[config.mk]
export PLATFORM = sky130hd
export DESIGN_NAME = inst_fetch
export DESIGN_NICKNAME = d
export VERILOG_FILES = /design/src/rtl/inst_fetch.sv
export SDC_FILE = /design/constraint.sdc
export NUM_CORES = 1
export LEC_CHECK = 0
export CORE_MARGIN = 1.5
export CORE_UTILIZATION = 56
export DETAILED_ROUTE_END_ITERATION = 16
export HOLD_SLACK_MARGIN = 0.12
export PLACE_DENSITY = 0.8
export SYNTH_ARGS = -nofsm -noshare
export SYNTH_HDL_FRONTEND = slang
export SYNTH_SLANG_ARGS = --single-unit
[constraint.sdc]
create_clock -name clk -period 5.9 [get_ports clk]
set_clock_uncertainty 0.15 [all_clocks]
set_input_delay 1.18 -clock clk [delete_from_list [all_inputs] [get_ports clk]]
set_output_delay 1.18 -clock clk [all_outputs]
set_load 0.1 [all_outputs]
[src/rtl/inst_fetch.sv]
// Instruction-fetch stage: issues in-order word fetches, tags each request with
// its PC, buffers returned {pc, inst} pairs for decode, and drops wrong-path
// responses after a redirect from execute.
module inst_fetch #(
   parameter logic [31:0] RESET_PC = 32'h0000_0000,
   parameter int          DEPTH    = 4
) (
   input  logic        clk,
   input  logic        rst_n,
   output logic        imem_req_valid,
   input  logic        imem_req_ready,
   output logic [31:0] imem_addr,
   input  logic        imem_rsp_valid,
   input  logic [31:0] imem_rsp_data,
   input  logic        redirect_valid,
   input  logic [31:0] redirect_pc,
   input  logic        id_ready,
   output logic        if_valid,
   output logic [31:0] pc_out,
   output logic [31:0] inst_out
);

   localparam int          CW      = $clog2(DEPTH + 1);
   localparam int          PW      = $clog2(DEPTH);
   localparam logic [CW:0] DEPTH_C = (CW + 1)'(DEPTH);
   localparam logic [31:0] NOP     = 32'h0000_0013;

   logic [31:0]   fetch_pc;
   logic          run;

   logic [31:0]   tag_mem [DEPTH];
   logic [PW-1:0] tag_wr;
   logic [PW-1:0] tag_rd;
   logic [CW-1:0] outstanding;
   logic [CW-1:0] drop_cnt;

   logic [31:0]   ib_pc   [DEPTH];
   logic [31:0]   ib_inst [DEPTH];
   logic [PW-1:0] ib_wr;
   logic [PW-1:0] ib_rd;
   logic [CW-1:0] ib_count;

   logic          req_fire;
   logic          rsp_fire;
   logic          rsp_keep;
   logic          ib_pop;
   logic          ib_empty;
   logic          credit_ok;
   logic          unused_redirect_lsbs;

   // Ring pointers wrap at DEPTH, which need not be a power of two.
   function automatic logic [PW-1:0] ptr_inc(input logic [PW-1:0] p);
      return (p == PW'(DEPTH - 1)) ? '0 : p + PW'(1);
   endfunction

   // Every request in flight or buffered holds one slot, so the buffer can never overflow.
   assign credit_ok      = ({1'b0, outstanding} + {1'b0, ib_count}) < DEPTH_C;
   assign imem_req_valid = run && !redirect_valid && credit_ok;
   assign imem_addr      = fetch_pc;
   assign req_fire       = imem_req_valid && imem_req_ready;

   // A response with nothing outstanding is ignored; responses in a redirect
   // cycle or while drop_cnt is non-zero belong to the wrong path.
   assign rsp_fire = imem_rsp_valid && (outstanding != '0);
   assign rsp_keep = rsp_fire && (drop_cnt == '0) && !redirect_valid;

   assign ib_empty = (ib_count == '0);
   assign if_valid = !ib_empty && !redirect_valid;
   assign ib_pop   = if_valid && id_ready;
   assign pc_out   = ib_empty ? 32'h0 : ib_pc[ib_rd];
   assign inst_out = ib_empty ? NOP   : ib_inst[ib_rd];

   assign unused_redirect_lsbs = ^redirect_pc[1:0];

   // Fetch PC and run flag: redirect wins over sequential advance.
   always_ff @(posedge clk or negedge rst_n) begin
      if (!rst_n) begin
         run      <= 1'b0;
         fetch_pc <= RESET_PC;
      end else begin
         run <= 1'b1;
         if (redirect_valid)
            fetch_pc <= {redirect_pc[31:2], 2'b00};
         else if (req_fire)
            fetch_pc <= fetch_pc + 32'd4;
      end
   end

   // Tag FIFO pointers, in-flight count and wrong-path drop count.
   always_ff @(posedge clk or negedge rst_n) begin
      if (!rst_n) begin
         tag_wr      <= '0;
         tag_rd      <= '0;
         outstanding <= '0;
         drop_cnt    <= '0;
      end else begin
         if (req_fire)
            tag_wr <= ptr_inc(tag_wr);
         if (rsp_fire)
            tag_rd <= ptr_inc(tag_rd);
         outstanding <= outstanding + CW'(req_fire) - CW'(rsp_fire);
         if (redirect_valid)
            drop_cnt <= outstanding - CW'(rsp_fire);
         else if (rsp_fire && (drop_cnt != '0))
            drop_cnt <= drop_cnt - CW'(1);
      end
   end

   // Tag storage: PC of each accepted request, read back when its word returns.
   always_ff @(posedge clk) begin
      if (req_fire)
         tag_mem[tag_wr] <= fetch_pc;
   end

   // Instruction buffer pointers and occupancy; a redirect empties it.
   always_ff @(posedge clk or negedge rst_n) begin
      if (!rst_n) begin
         ib_wr    <= '0;
         ib_rd    <= '0;
         ib_count <= '0;
      end else if (redirect_valid) begin
         ib_wr    <= '0;
         ib_rd    <= '0;
         ib_count <= '0;
      end else begin
         if (rsp_keep)
            ib_wr <= ptr_inc(ib_wr);
         if (ib_pop)
            ib_rd <= ptr_inc(ib_rd);
         ib_count <= ib_count + CW'(rsp_keep) - CW'(ib_pop);
      end
   end

   // Instruction buffer storage: returned word paired with its request PC.
   always_ff @(posedge clk) begin
      if (rsp_keep) begin
         ib_pc[ib_wr]   <= tag_mem[tag_rd];
         ib_inst[ib_wr] <= imem_rsp_data;
      end
   end

   // Memory must never return a word that was not requested.
   rsp_has_request: assert property (@(posedge clk) disable iff (!rst_n)
      imem_rsp_valid |-> (outstanding != '0));

endmodule

==> results.sh, run 1 <==
export IMPL_muxShareOfSynthArea=0.127
export IMPL_start_util=0.574
export IMPL_clockBufferDepth=3
export IMPL_vias_per_cell=5.89
export IMPL_setup_tns_ps=0
export IMPL_status="finished, final reports clean"
export IMPL_synth_xor_area_frac=0.00475
export IMPL_setup_worst_path_class="reg -> out"
export IMPL_total_power_mw=9.10
export IMPL_numCtsBuffers=41
export IMPL_rows=62
export IMPL_avgSynthCellArea_um2=18.9
export IMPL_die_h_um=175
export IMPL_synthTopCellsByCount="368 x edfxtp_1, 92 x mux4_2, 65 x and2_1, 48 x dfrtp_1, 35 x nand2_1"
export IMPL_route_detailed_wl_per_inst_um=21.6
export IMPL_hpwl_um=19200
export IMPL_syn_area_mm2=0.0166
export IMPL_cts_hold_buf=0
export IMPL_fmax_mhz=206
export IMPL_fill_cells=1852
export IMPL_yosysWarnings=0
export IMPL_dr_pass1_iters=5
export IMPL_antenna_found_initial=0
export IMPL_cts_setup_buffers=0
export IMPL_ant_nets=0
export IMPL_maxSlewViolCount=0
export IMPL_hp_class="reg -> reg"
export IMPL_synth_edff_count=368
export IMPL_synth_top_family_by_area="multiplexers"
export IMPL_crit_path_max_fanout=37
export IMPL_synth_top_area_frac=0.665
export IMPL_hold_viol_final=0
export IMPL_ios=168
export IMPL_period_needed_ps=4840
export IMPL_overflow=0
export IMPL_drive_above_1_share=0.170
export IMPL_yosys_most_used_dff="edfxtp_1"
export IMPL_syn_inst=877
export IMPL_crit_path_end_kind="output port"
export IMPL_slew_headroom=0.275
export IMPL_ys_async_sr_fraction=0.115
export IMPL_numPortBuffers=161
export IMPL_synth_top_cells_by_area="edfxtp_1 67%, mux4_2 12%, dfrtp_1 7.2%, and2_1 2.4%, ha_1 1.5%"
export IMPL_routed_wirelength_um=31600
export IMPL_setup_viol=0
export IMPL_diodes=0
export IMPL_period_share=0.821
export IMPL_cp_start_kind="register"
export IMPL_grtUsageTotal=0.212
export IMPL_yosysMostFrequentCell="edfxtp_1"
export IMPL_grt_pass1_wl_um=49600
export IMPL_yosysTopAreaCell="edfxtp_1"
export IMPL_yosysSeqAreaShare=0.738
export IMPL_drcViolationCount=0
export IMPL_ys_types=49
export IMPL_p_leak_nw=6.58
export IMPL_clock_sinks=416
export IMPL_clk_root_buffer_cell="clkbuf_16"
export IMPL_synth_fa_ha_area_frac=0.0175
export IMPL_die_x_um=175
export IMPL_synth_compound_gate_area_share=0.0278
export IMPL_drv_cap=0
export IMPL_gp_congestion=0.800
export IMPL_max_vdd_ir_drop_mv=0.230
export IMPL_rsz0062_at_grt="no"
export IMPL_clk_pin_slew_ps=60
export IMPL_ys_seq_elements=416
export IMPL_grt_pass1_vias=8771
export IMPL_dieArea_mm2=0.0307
export IMPL_vias=8611
export IMPL_cts_tree="yes"
export IMPL_p_per_area_mw_per_mm2=458
export IMPL_crit_arrival_ps=3510
export IMPL_cts_resized=0
export IMPL_tightest_slew_ps=1080
export IMPL_area_delta_synth_final_pct=19.8
export IMPL_drtIter0Drc=691
export IMPL_cp_required_ps=4570
export IMPL_grt_max_degree=62
export IMPL_synth_simple_area_share=0.0678
export IMPL_core_area_mm2=0.0289
export IMPL_nets=1145
export IMPL_clock_latency_ps=520
export IMPL_htreeDepth=2
-- worst paths after layout --
path	slack (ps)	depth (start not counted)	startpoint	end
min in group asynchronous	630	2	rst_n	imem_addr[27]$_DFFE_PN0P_
max in group asynchronous	4440	2	rst_n	ib_rd[0]$_DFFE_PN0P_
worst min register to register	400	1	outstanding[2]$_DFF_PN0_	outstanding[2]$_DFF_PN0_
worst min-delay path	400	1	outstanding[2]$_DFF_PN0_	outstanding[2]$_DFF_PN0_
worst max-delay path	1060	4	ib_rd[0]$_DFFE_PN0P_	inst_out[1]
worst max register to register	2480	12	outstanding[1]$_DFF_PN0_	ib_count[2]$_DFF_PN0_
-- cell usage in the layout (no fill, tap or decap), types with 5 or more instances in the layout --
master	Yosys	routed
conb_1	2	5
a21oi_1	10	10
clkinv_1	0	8
nor2_1	23	23
nor3_1	8	8
o211ai_1	6	6
nand3_1	20	20
nor2b_1	5	5
o21ai_0	18	18
edfxtp_1	368	368
clkdlybuf4s50_1	0	158
ha_1	20	20
nand2_1	35	35
and2_1	65	61
inv_1	22	22
clkinv_2	0	5
clkbuf_1	26	8
o311ai_0	9	9
buf_4	4	11
nand4_1	5	5
nor4_1	5	5
mux4_2	92	92
a221o_1	8	8
and3_1	9	5
clkbuf_16	0	41
xnor2_1	6	6
dfrtp_1	48	44
nand3b_1	5	5
-- area by class of cell --
type / count / area, um2 / area share
well taps: 384 / 480 / 0.0242
inverters: 22 / 82.6 / 0.00415
multi-input cells: 397 / 4100 / 0.206
flip-flops and latches: 416 / 12300 / 0.616
repair buffers: 175 / 1750 / 0.0882
clock inverters: 18 / 160 / 0.00805
clock buffers: 49 / 1060 / 0.0531
-- state kept, by name, indices dropped and copies added (netlist names) --
| name | count |
|---|---|
| tag_mem | 120 |
| ib_wr | 2 |
| imem_addr | 30 |
| tag_wr | 2 |
| ib_inst | 128 |
| drop_cnt | 3 |
| run | 1 |
| tag_rd | 2 |
| ib_count | 3 |
| ib_pc | 120 |
| ib_rd | 2 |
| outstanding | 3 |
-- per-stage QoR --
stage               worst slack [ps]  hold WS (ps)  cell area (um2)  cells   util
finish                          1060           399            19900   1461  0.687
global route                     862           420            19900   1461  0.687
floorplan                       1520           359            16600    880      -
detailed placement              1500           401            18700   1394  0.645
CTS                              943           407            19900   1461  0.687
global placement                1540           396            18700   1394  0.645
-- per-layer routing --
layer	part of all wire	GRT usage
met1	0.43	0.312
met2	0.49	0.340
met3	0.062	0.0324
met4	0.016	0.0513
met5	0	0
-- power by group --
group          switching (mW)  total [mW]  internal, mW
sequential              0.242        3.74          3.50
combinational            2.04        2.97         0.926
clock                    1.00        2.40          1.40
total                    3.28        9.10          5.82
-- critical path, stage by stage (launching register included) --
cell	delay [ps]
dfrtp_4	800
buf_12	370
mux4_2	540
or2_2	310
clkdlybuf4s50_1	970
-- logic make-up (layout without fill, tap and decap cells) --
group / count (synthesis) / after routing
and+or+nand+nor: 199 / 199
DFF: 416 / 416
xor gates and xnor gates: 9 / 9
AOI/OAI and AO/OA: 66 / 66
other: 2 / 5
muxes: 96 / 96
buffers and inverters: 67 / 264
adders and majority gates: 22 / 22
Power figures use the tool's default switching activity.
==> inputs of run 2 (changes only) <==
Clock period 5.9 ns to 4.9 ns, I/O delays scaled along.
==> run 2 against run 1 <==
  * Sequential share of layout area decreased by 0.24 points
  * Via count decreased by 0.42%
  * Final area increased by 0.40%
  * Routed wire length grew 1.6%
  * Combinational power up 18%
  * Register-to-register slack got worse by 910 ps
  * Die area did not move
  * Flip-flop and latch count unchanged
  * Utilization up 0.27 points
  * Critical path type unchanged
  * Highest routed layer unchanged
==> results.sh, run 2 (same netlist as run 1, synthesis figures left out) <==
export IMPL_fin_area_mm2=0.0200
export IMPL_vias=8575
export IMPL_p_int_mw=7.14
export IMPL_cts_setup_buffers=0
export IMPL_cp_required_ps=3770
export IMPL_setup_worst_path_class="reg -> out"
export IMPL_numCtsBuffers=42
export IMPL_grt_pass1_vias=8683
export IMPL_drive_above_1_share=0.212
export IMPL_cts_tree="yes"
export IMPL_gp_congestion=0.822
export IMPL_setup_slack_ps=613
export IMPL_ff2ff_path_depth=12
export IMPL_numPortBuffers=161
export IMPL_setup_tns_ps=0
export IMPL_grtUsageTotal=0.215
export IMPL_rows=62
export IMPL_crit_path_max_fanout=41
export IMPL_clk_pin_slew_ps=60
export IMPL_clock_latency_ps=520
export IMPL_holdPathEnd="outstanding[2]$_DFF_PN0_"
export IMPL_cts_hold_buf=0
export IMPL_largestRegisters="ib_inst (128), ib_pc (120), tag_mem (120)"
export IMPL_swShare=0.360
export IMPL_power_frac_comb=0.314
export IMPL_reg2reg_slack_ps=1570
export IMPL_die_x_um=175
export IMPL_min_from="outstanding[2]$_DFF_PN0_"
export IMPL_final_util=0.690
export IMPL_drcViolationCount=0
export IMPL_place_area_mm2=0.0186
export IMPL_power_switching_mw=4.01
export IMPL_clockBufferDepth=3
export IMPL_crit_path_end_kind="output port"
export IMPL_slew_headroom=0.269
export IMPL_p_leak_nw=6.76
export IMPL_route_detailed_wl_per_inst_um=21.7
export IMPL_r2r_end="ib_count[2]$_DFF_PN0_"
export IMPL_antenna_found_initial=0
export IMPL_tightest_slew_ps=1100
export IMPL_hold_viol_final=0
export IMPL_r2r_start="outstanding[1]$_DFF_PN0_"
export IMPL_status="finished, final reports clean"
export IMPL_maxSlewViolCount=0
export IMPL_cp_start_kind="register"
export IMPL_largest_register_ffs=128
export IMPL_ios=168
export IMPL_period_needed_ps=4290
export IMPL_dieArea_mm2=0.0307
export IMPL_largest_register="ib_inst"
export IMPL_final_common_cell="edfxtp_1"
export IMPL_htreeDepth=2
export IMPL_rsz0062_at_grt="no"
export IMPL_vias_per_cell=5.81
export IMPL_clock_sinks=416
export IMPL_clk_root_buffer_cell="clkbuf_16"
export IMPL_seq_power_share=0.409
export IMPL_area_delta_synth_final_pct=20.3
export IMPL_diodes=0
export IMPL_drv_cap=0
export IMPL_routed_wirelength_um=32100
export IMPL_hpwl_um=19400
export IMPL_cts_resized=0
export IMPL_final_cell_mix="368 x edfxtp_1, 119 x clkdlybuf4s50_1, 92 x mux4_2"
export IMPL_hp_class="reg -> reg"
export IMPL_die_h_um=175
export IMPL_core_area_mm2=0.0289
export IMPL_grt_pass1_wl_um=49800
export IMPL_overflow=0
export IMPL_p_per_area_mw_per_mm2=558
export IMPL_nets=1150
export IMPL_crit_arrival_ps=3160
export IMPL_dr_pass1_iters=5
export IMPL_pre_cts_ws_ps=1110
export IMPL_start_util=0.574
export IMPL_ant_nets=0
export IMPL_setup_viol=0
export IMPL_max_vdd_ir_drop_mv=0.330
export IMPL_fmax_mhz=233
export IMPL_drtIter0Drc=735
export IMPL_pwr_share_clk=0.278
export IMPL_period_share=0.875
export IMPL_grt_max_degree=63
export IMPL_whs_path_depth=1
[run 2: cell count changes in the layout (fill, tap and decap cells not counted), moves of 2 or more]
cell,delta
clkinv_1,-3
and2_2,-4
clkbuf_16,+4
buf_4,+42
clkbuf_1,+4
clkbuf_8,+4
and2_1,+4
clkdlybuf4s50_1,-39
clkinvlp_4,-2
clkinv_2,+5
[run 2: worst max path at each step]
stage / from / end / slack, ps / cells past startpoint
after CTS: ib_count[1]$_DFF_PN0_ / inst_out[12] / 590 / 4
after floorplan: redirect_valid / if_valid / 920 / 4
after global placement: imem_rsp_valid / ib_count[2]$_DFF_PN0_ / 1160 / 13
after global routing: ib_count[1]$_DFF_PN0_ / inst_out[12] / 500 / 4
after detailed placement: imem_rsp_valid / ib_count[2]$_DFF_PN0_ / 1110 / 13
final: ib_count[1]$_DFF_PN0_ / inst_out[20] / 610 / 4
[run 2: final cells by class]
class                           instances  area (um2)
Clock buffer                           61        1230
Tap cell                              384         480
Multi-Input combinational cell        397        4090
Inverter                               22        82.6
Timing Repair Buffer                  179        1700
Clock inverter                         17         129
Sequential cell                       416       12300
Fill cell                            1829        8960
[run 2: through the flow]
stage / total power, mW / hold WS [ps] / std cells
2_1_floorplan: 7.27 / 359 / 880
3_3_place_gp: 8.06 / 397 / 1398
3_5_place_dp: 8.15 / 404 / 1398
4_1_cts: 11.2 / 424 / 1476
5_1_grt: 11.6 / 441 / 1476
6_report: 11.2 / 412 / 1476
[run 2: metal layers]
metal  vias up  GRT usage  routed length [um]
li1       3858          -                   -
met1      4350      0.315               13600
met2       329      0.343               15800
met3        38     0.0355                2150
met4         0     0.0509                 448
met5         -          0                   0
[run 2: power groups by stage]
stage	clock [mW]	sequential, mW	combinational (mW)
2_1_floorplan	0	4.63	2.64
3_3_place_gp	0	4.62	3.44
3_5_place_dp	0	4.64	3.51
4_1_cts	3.16	4.57	3.53
5_1_grt	3.29	4.61	3.65
6_report	3.10	4.56	3.50
[run 2: critical path: stages (launching register included)]
cell	delay, ps
dfrtp_1	480
or3_2	730
buf_12	260
and2_1	160
clkdlybuf4s50_1	970
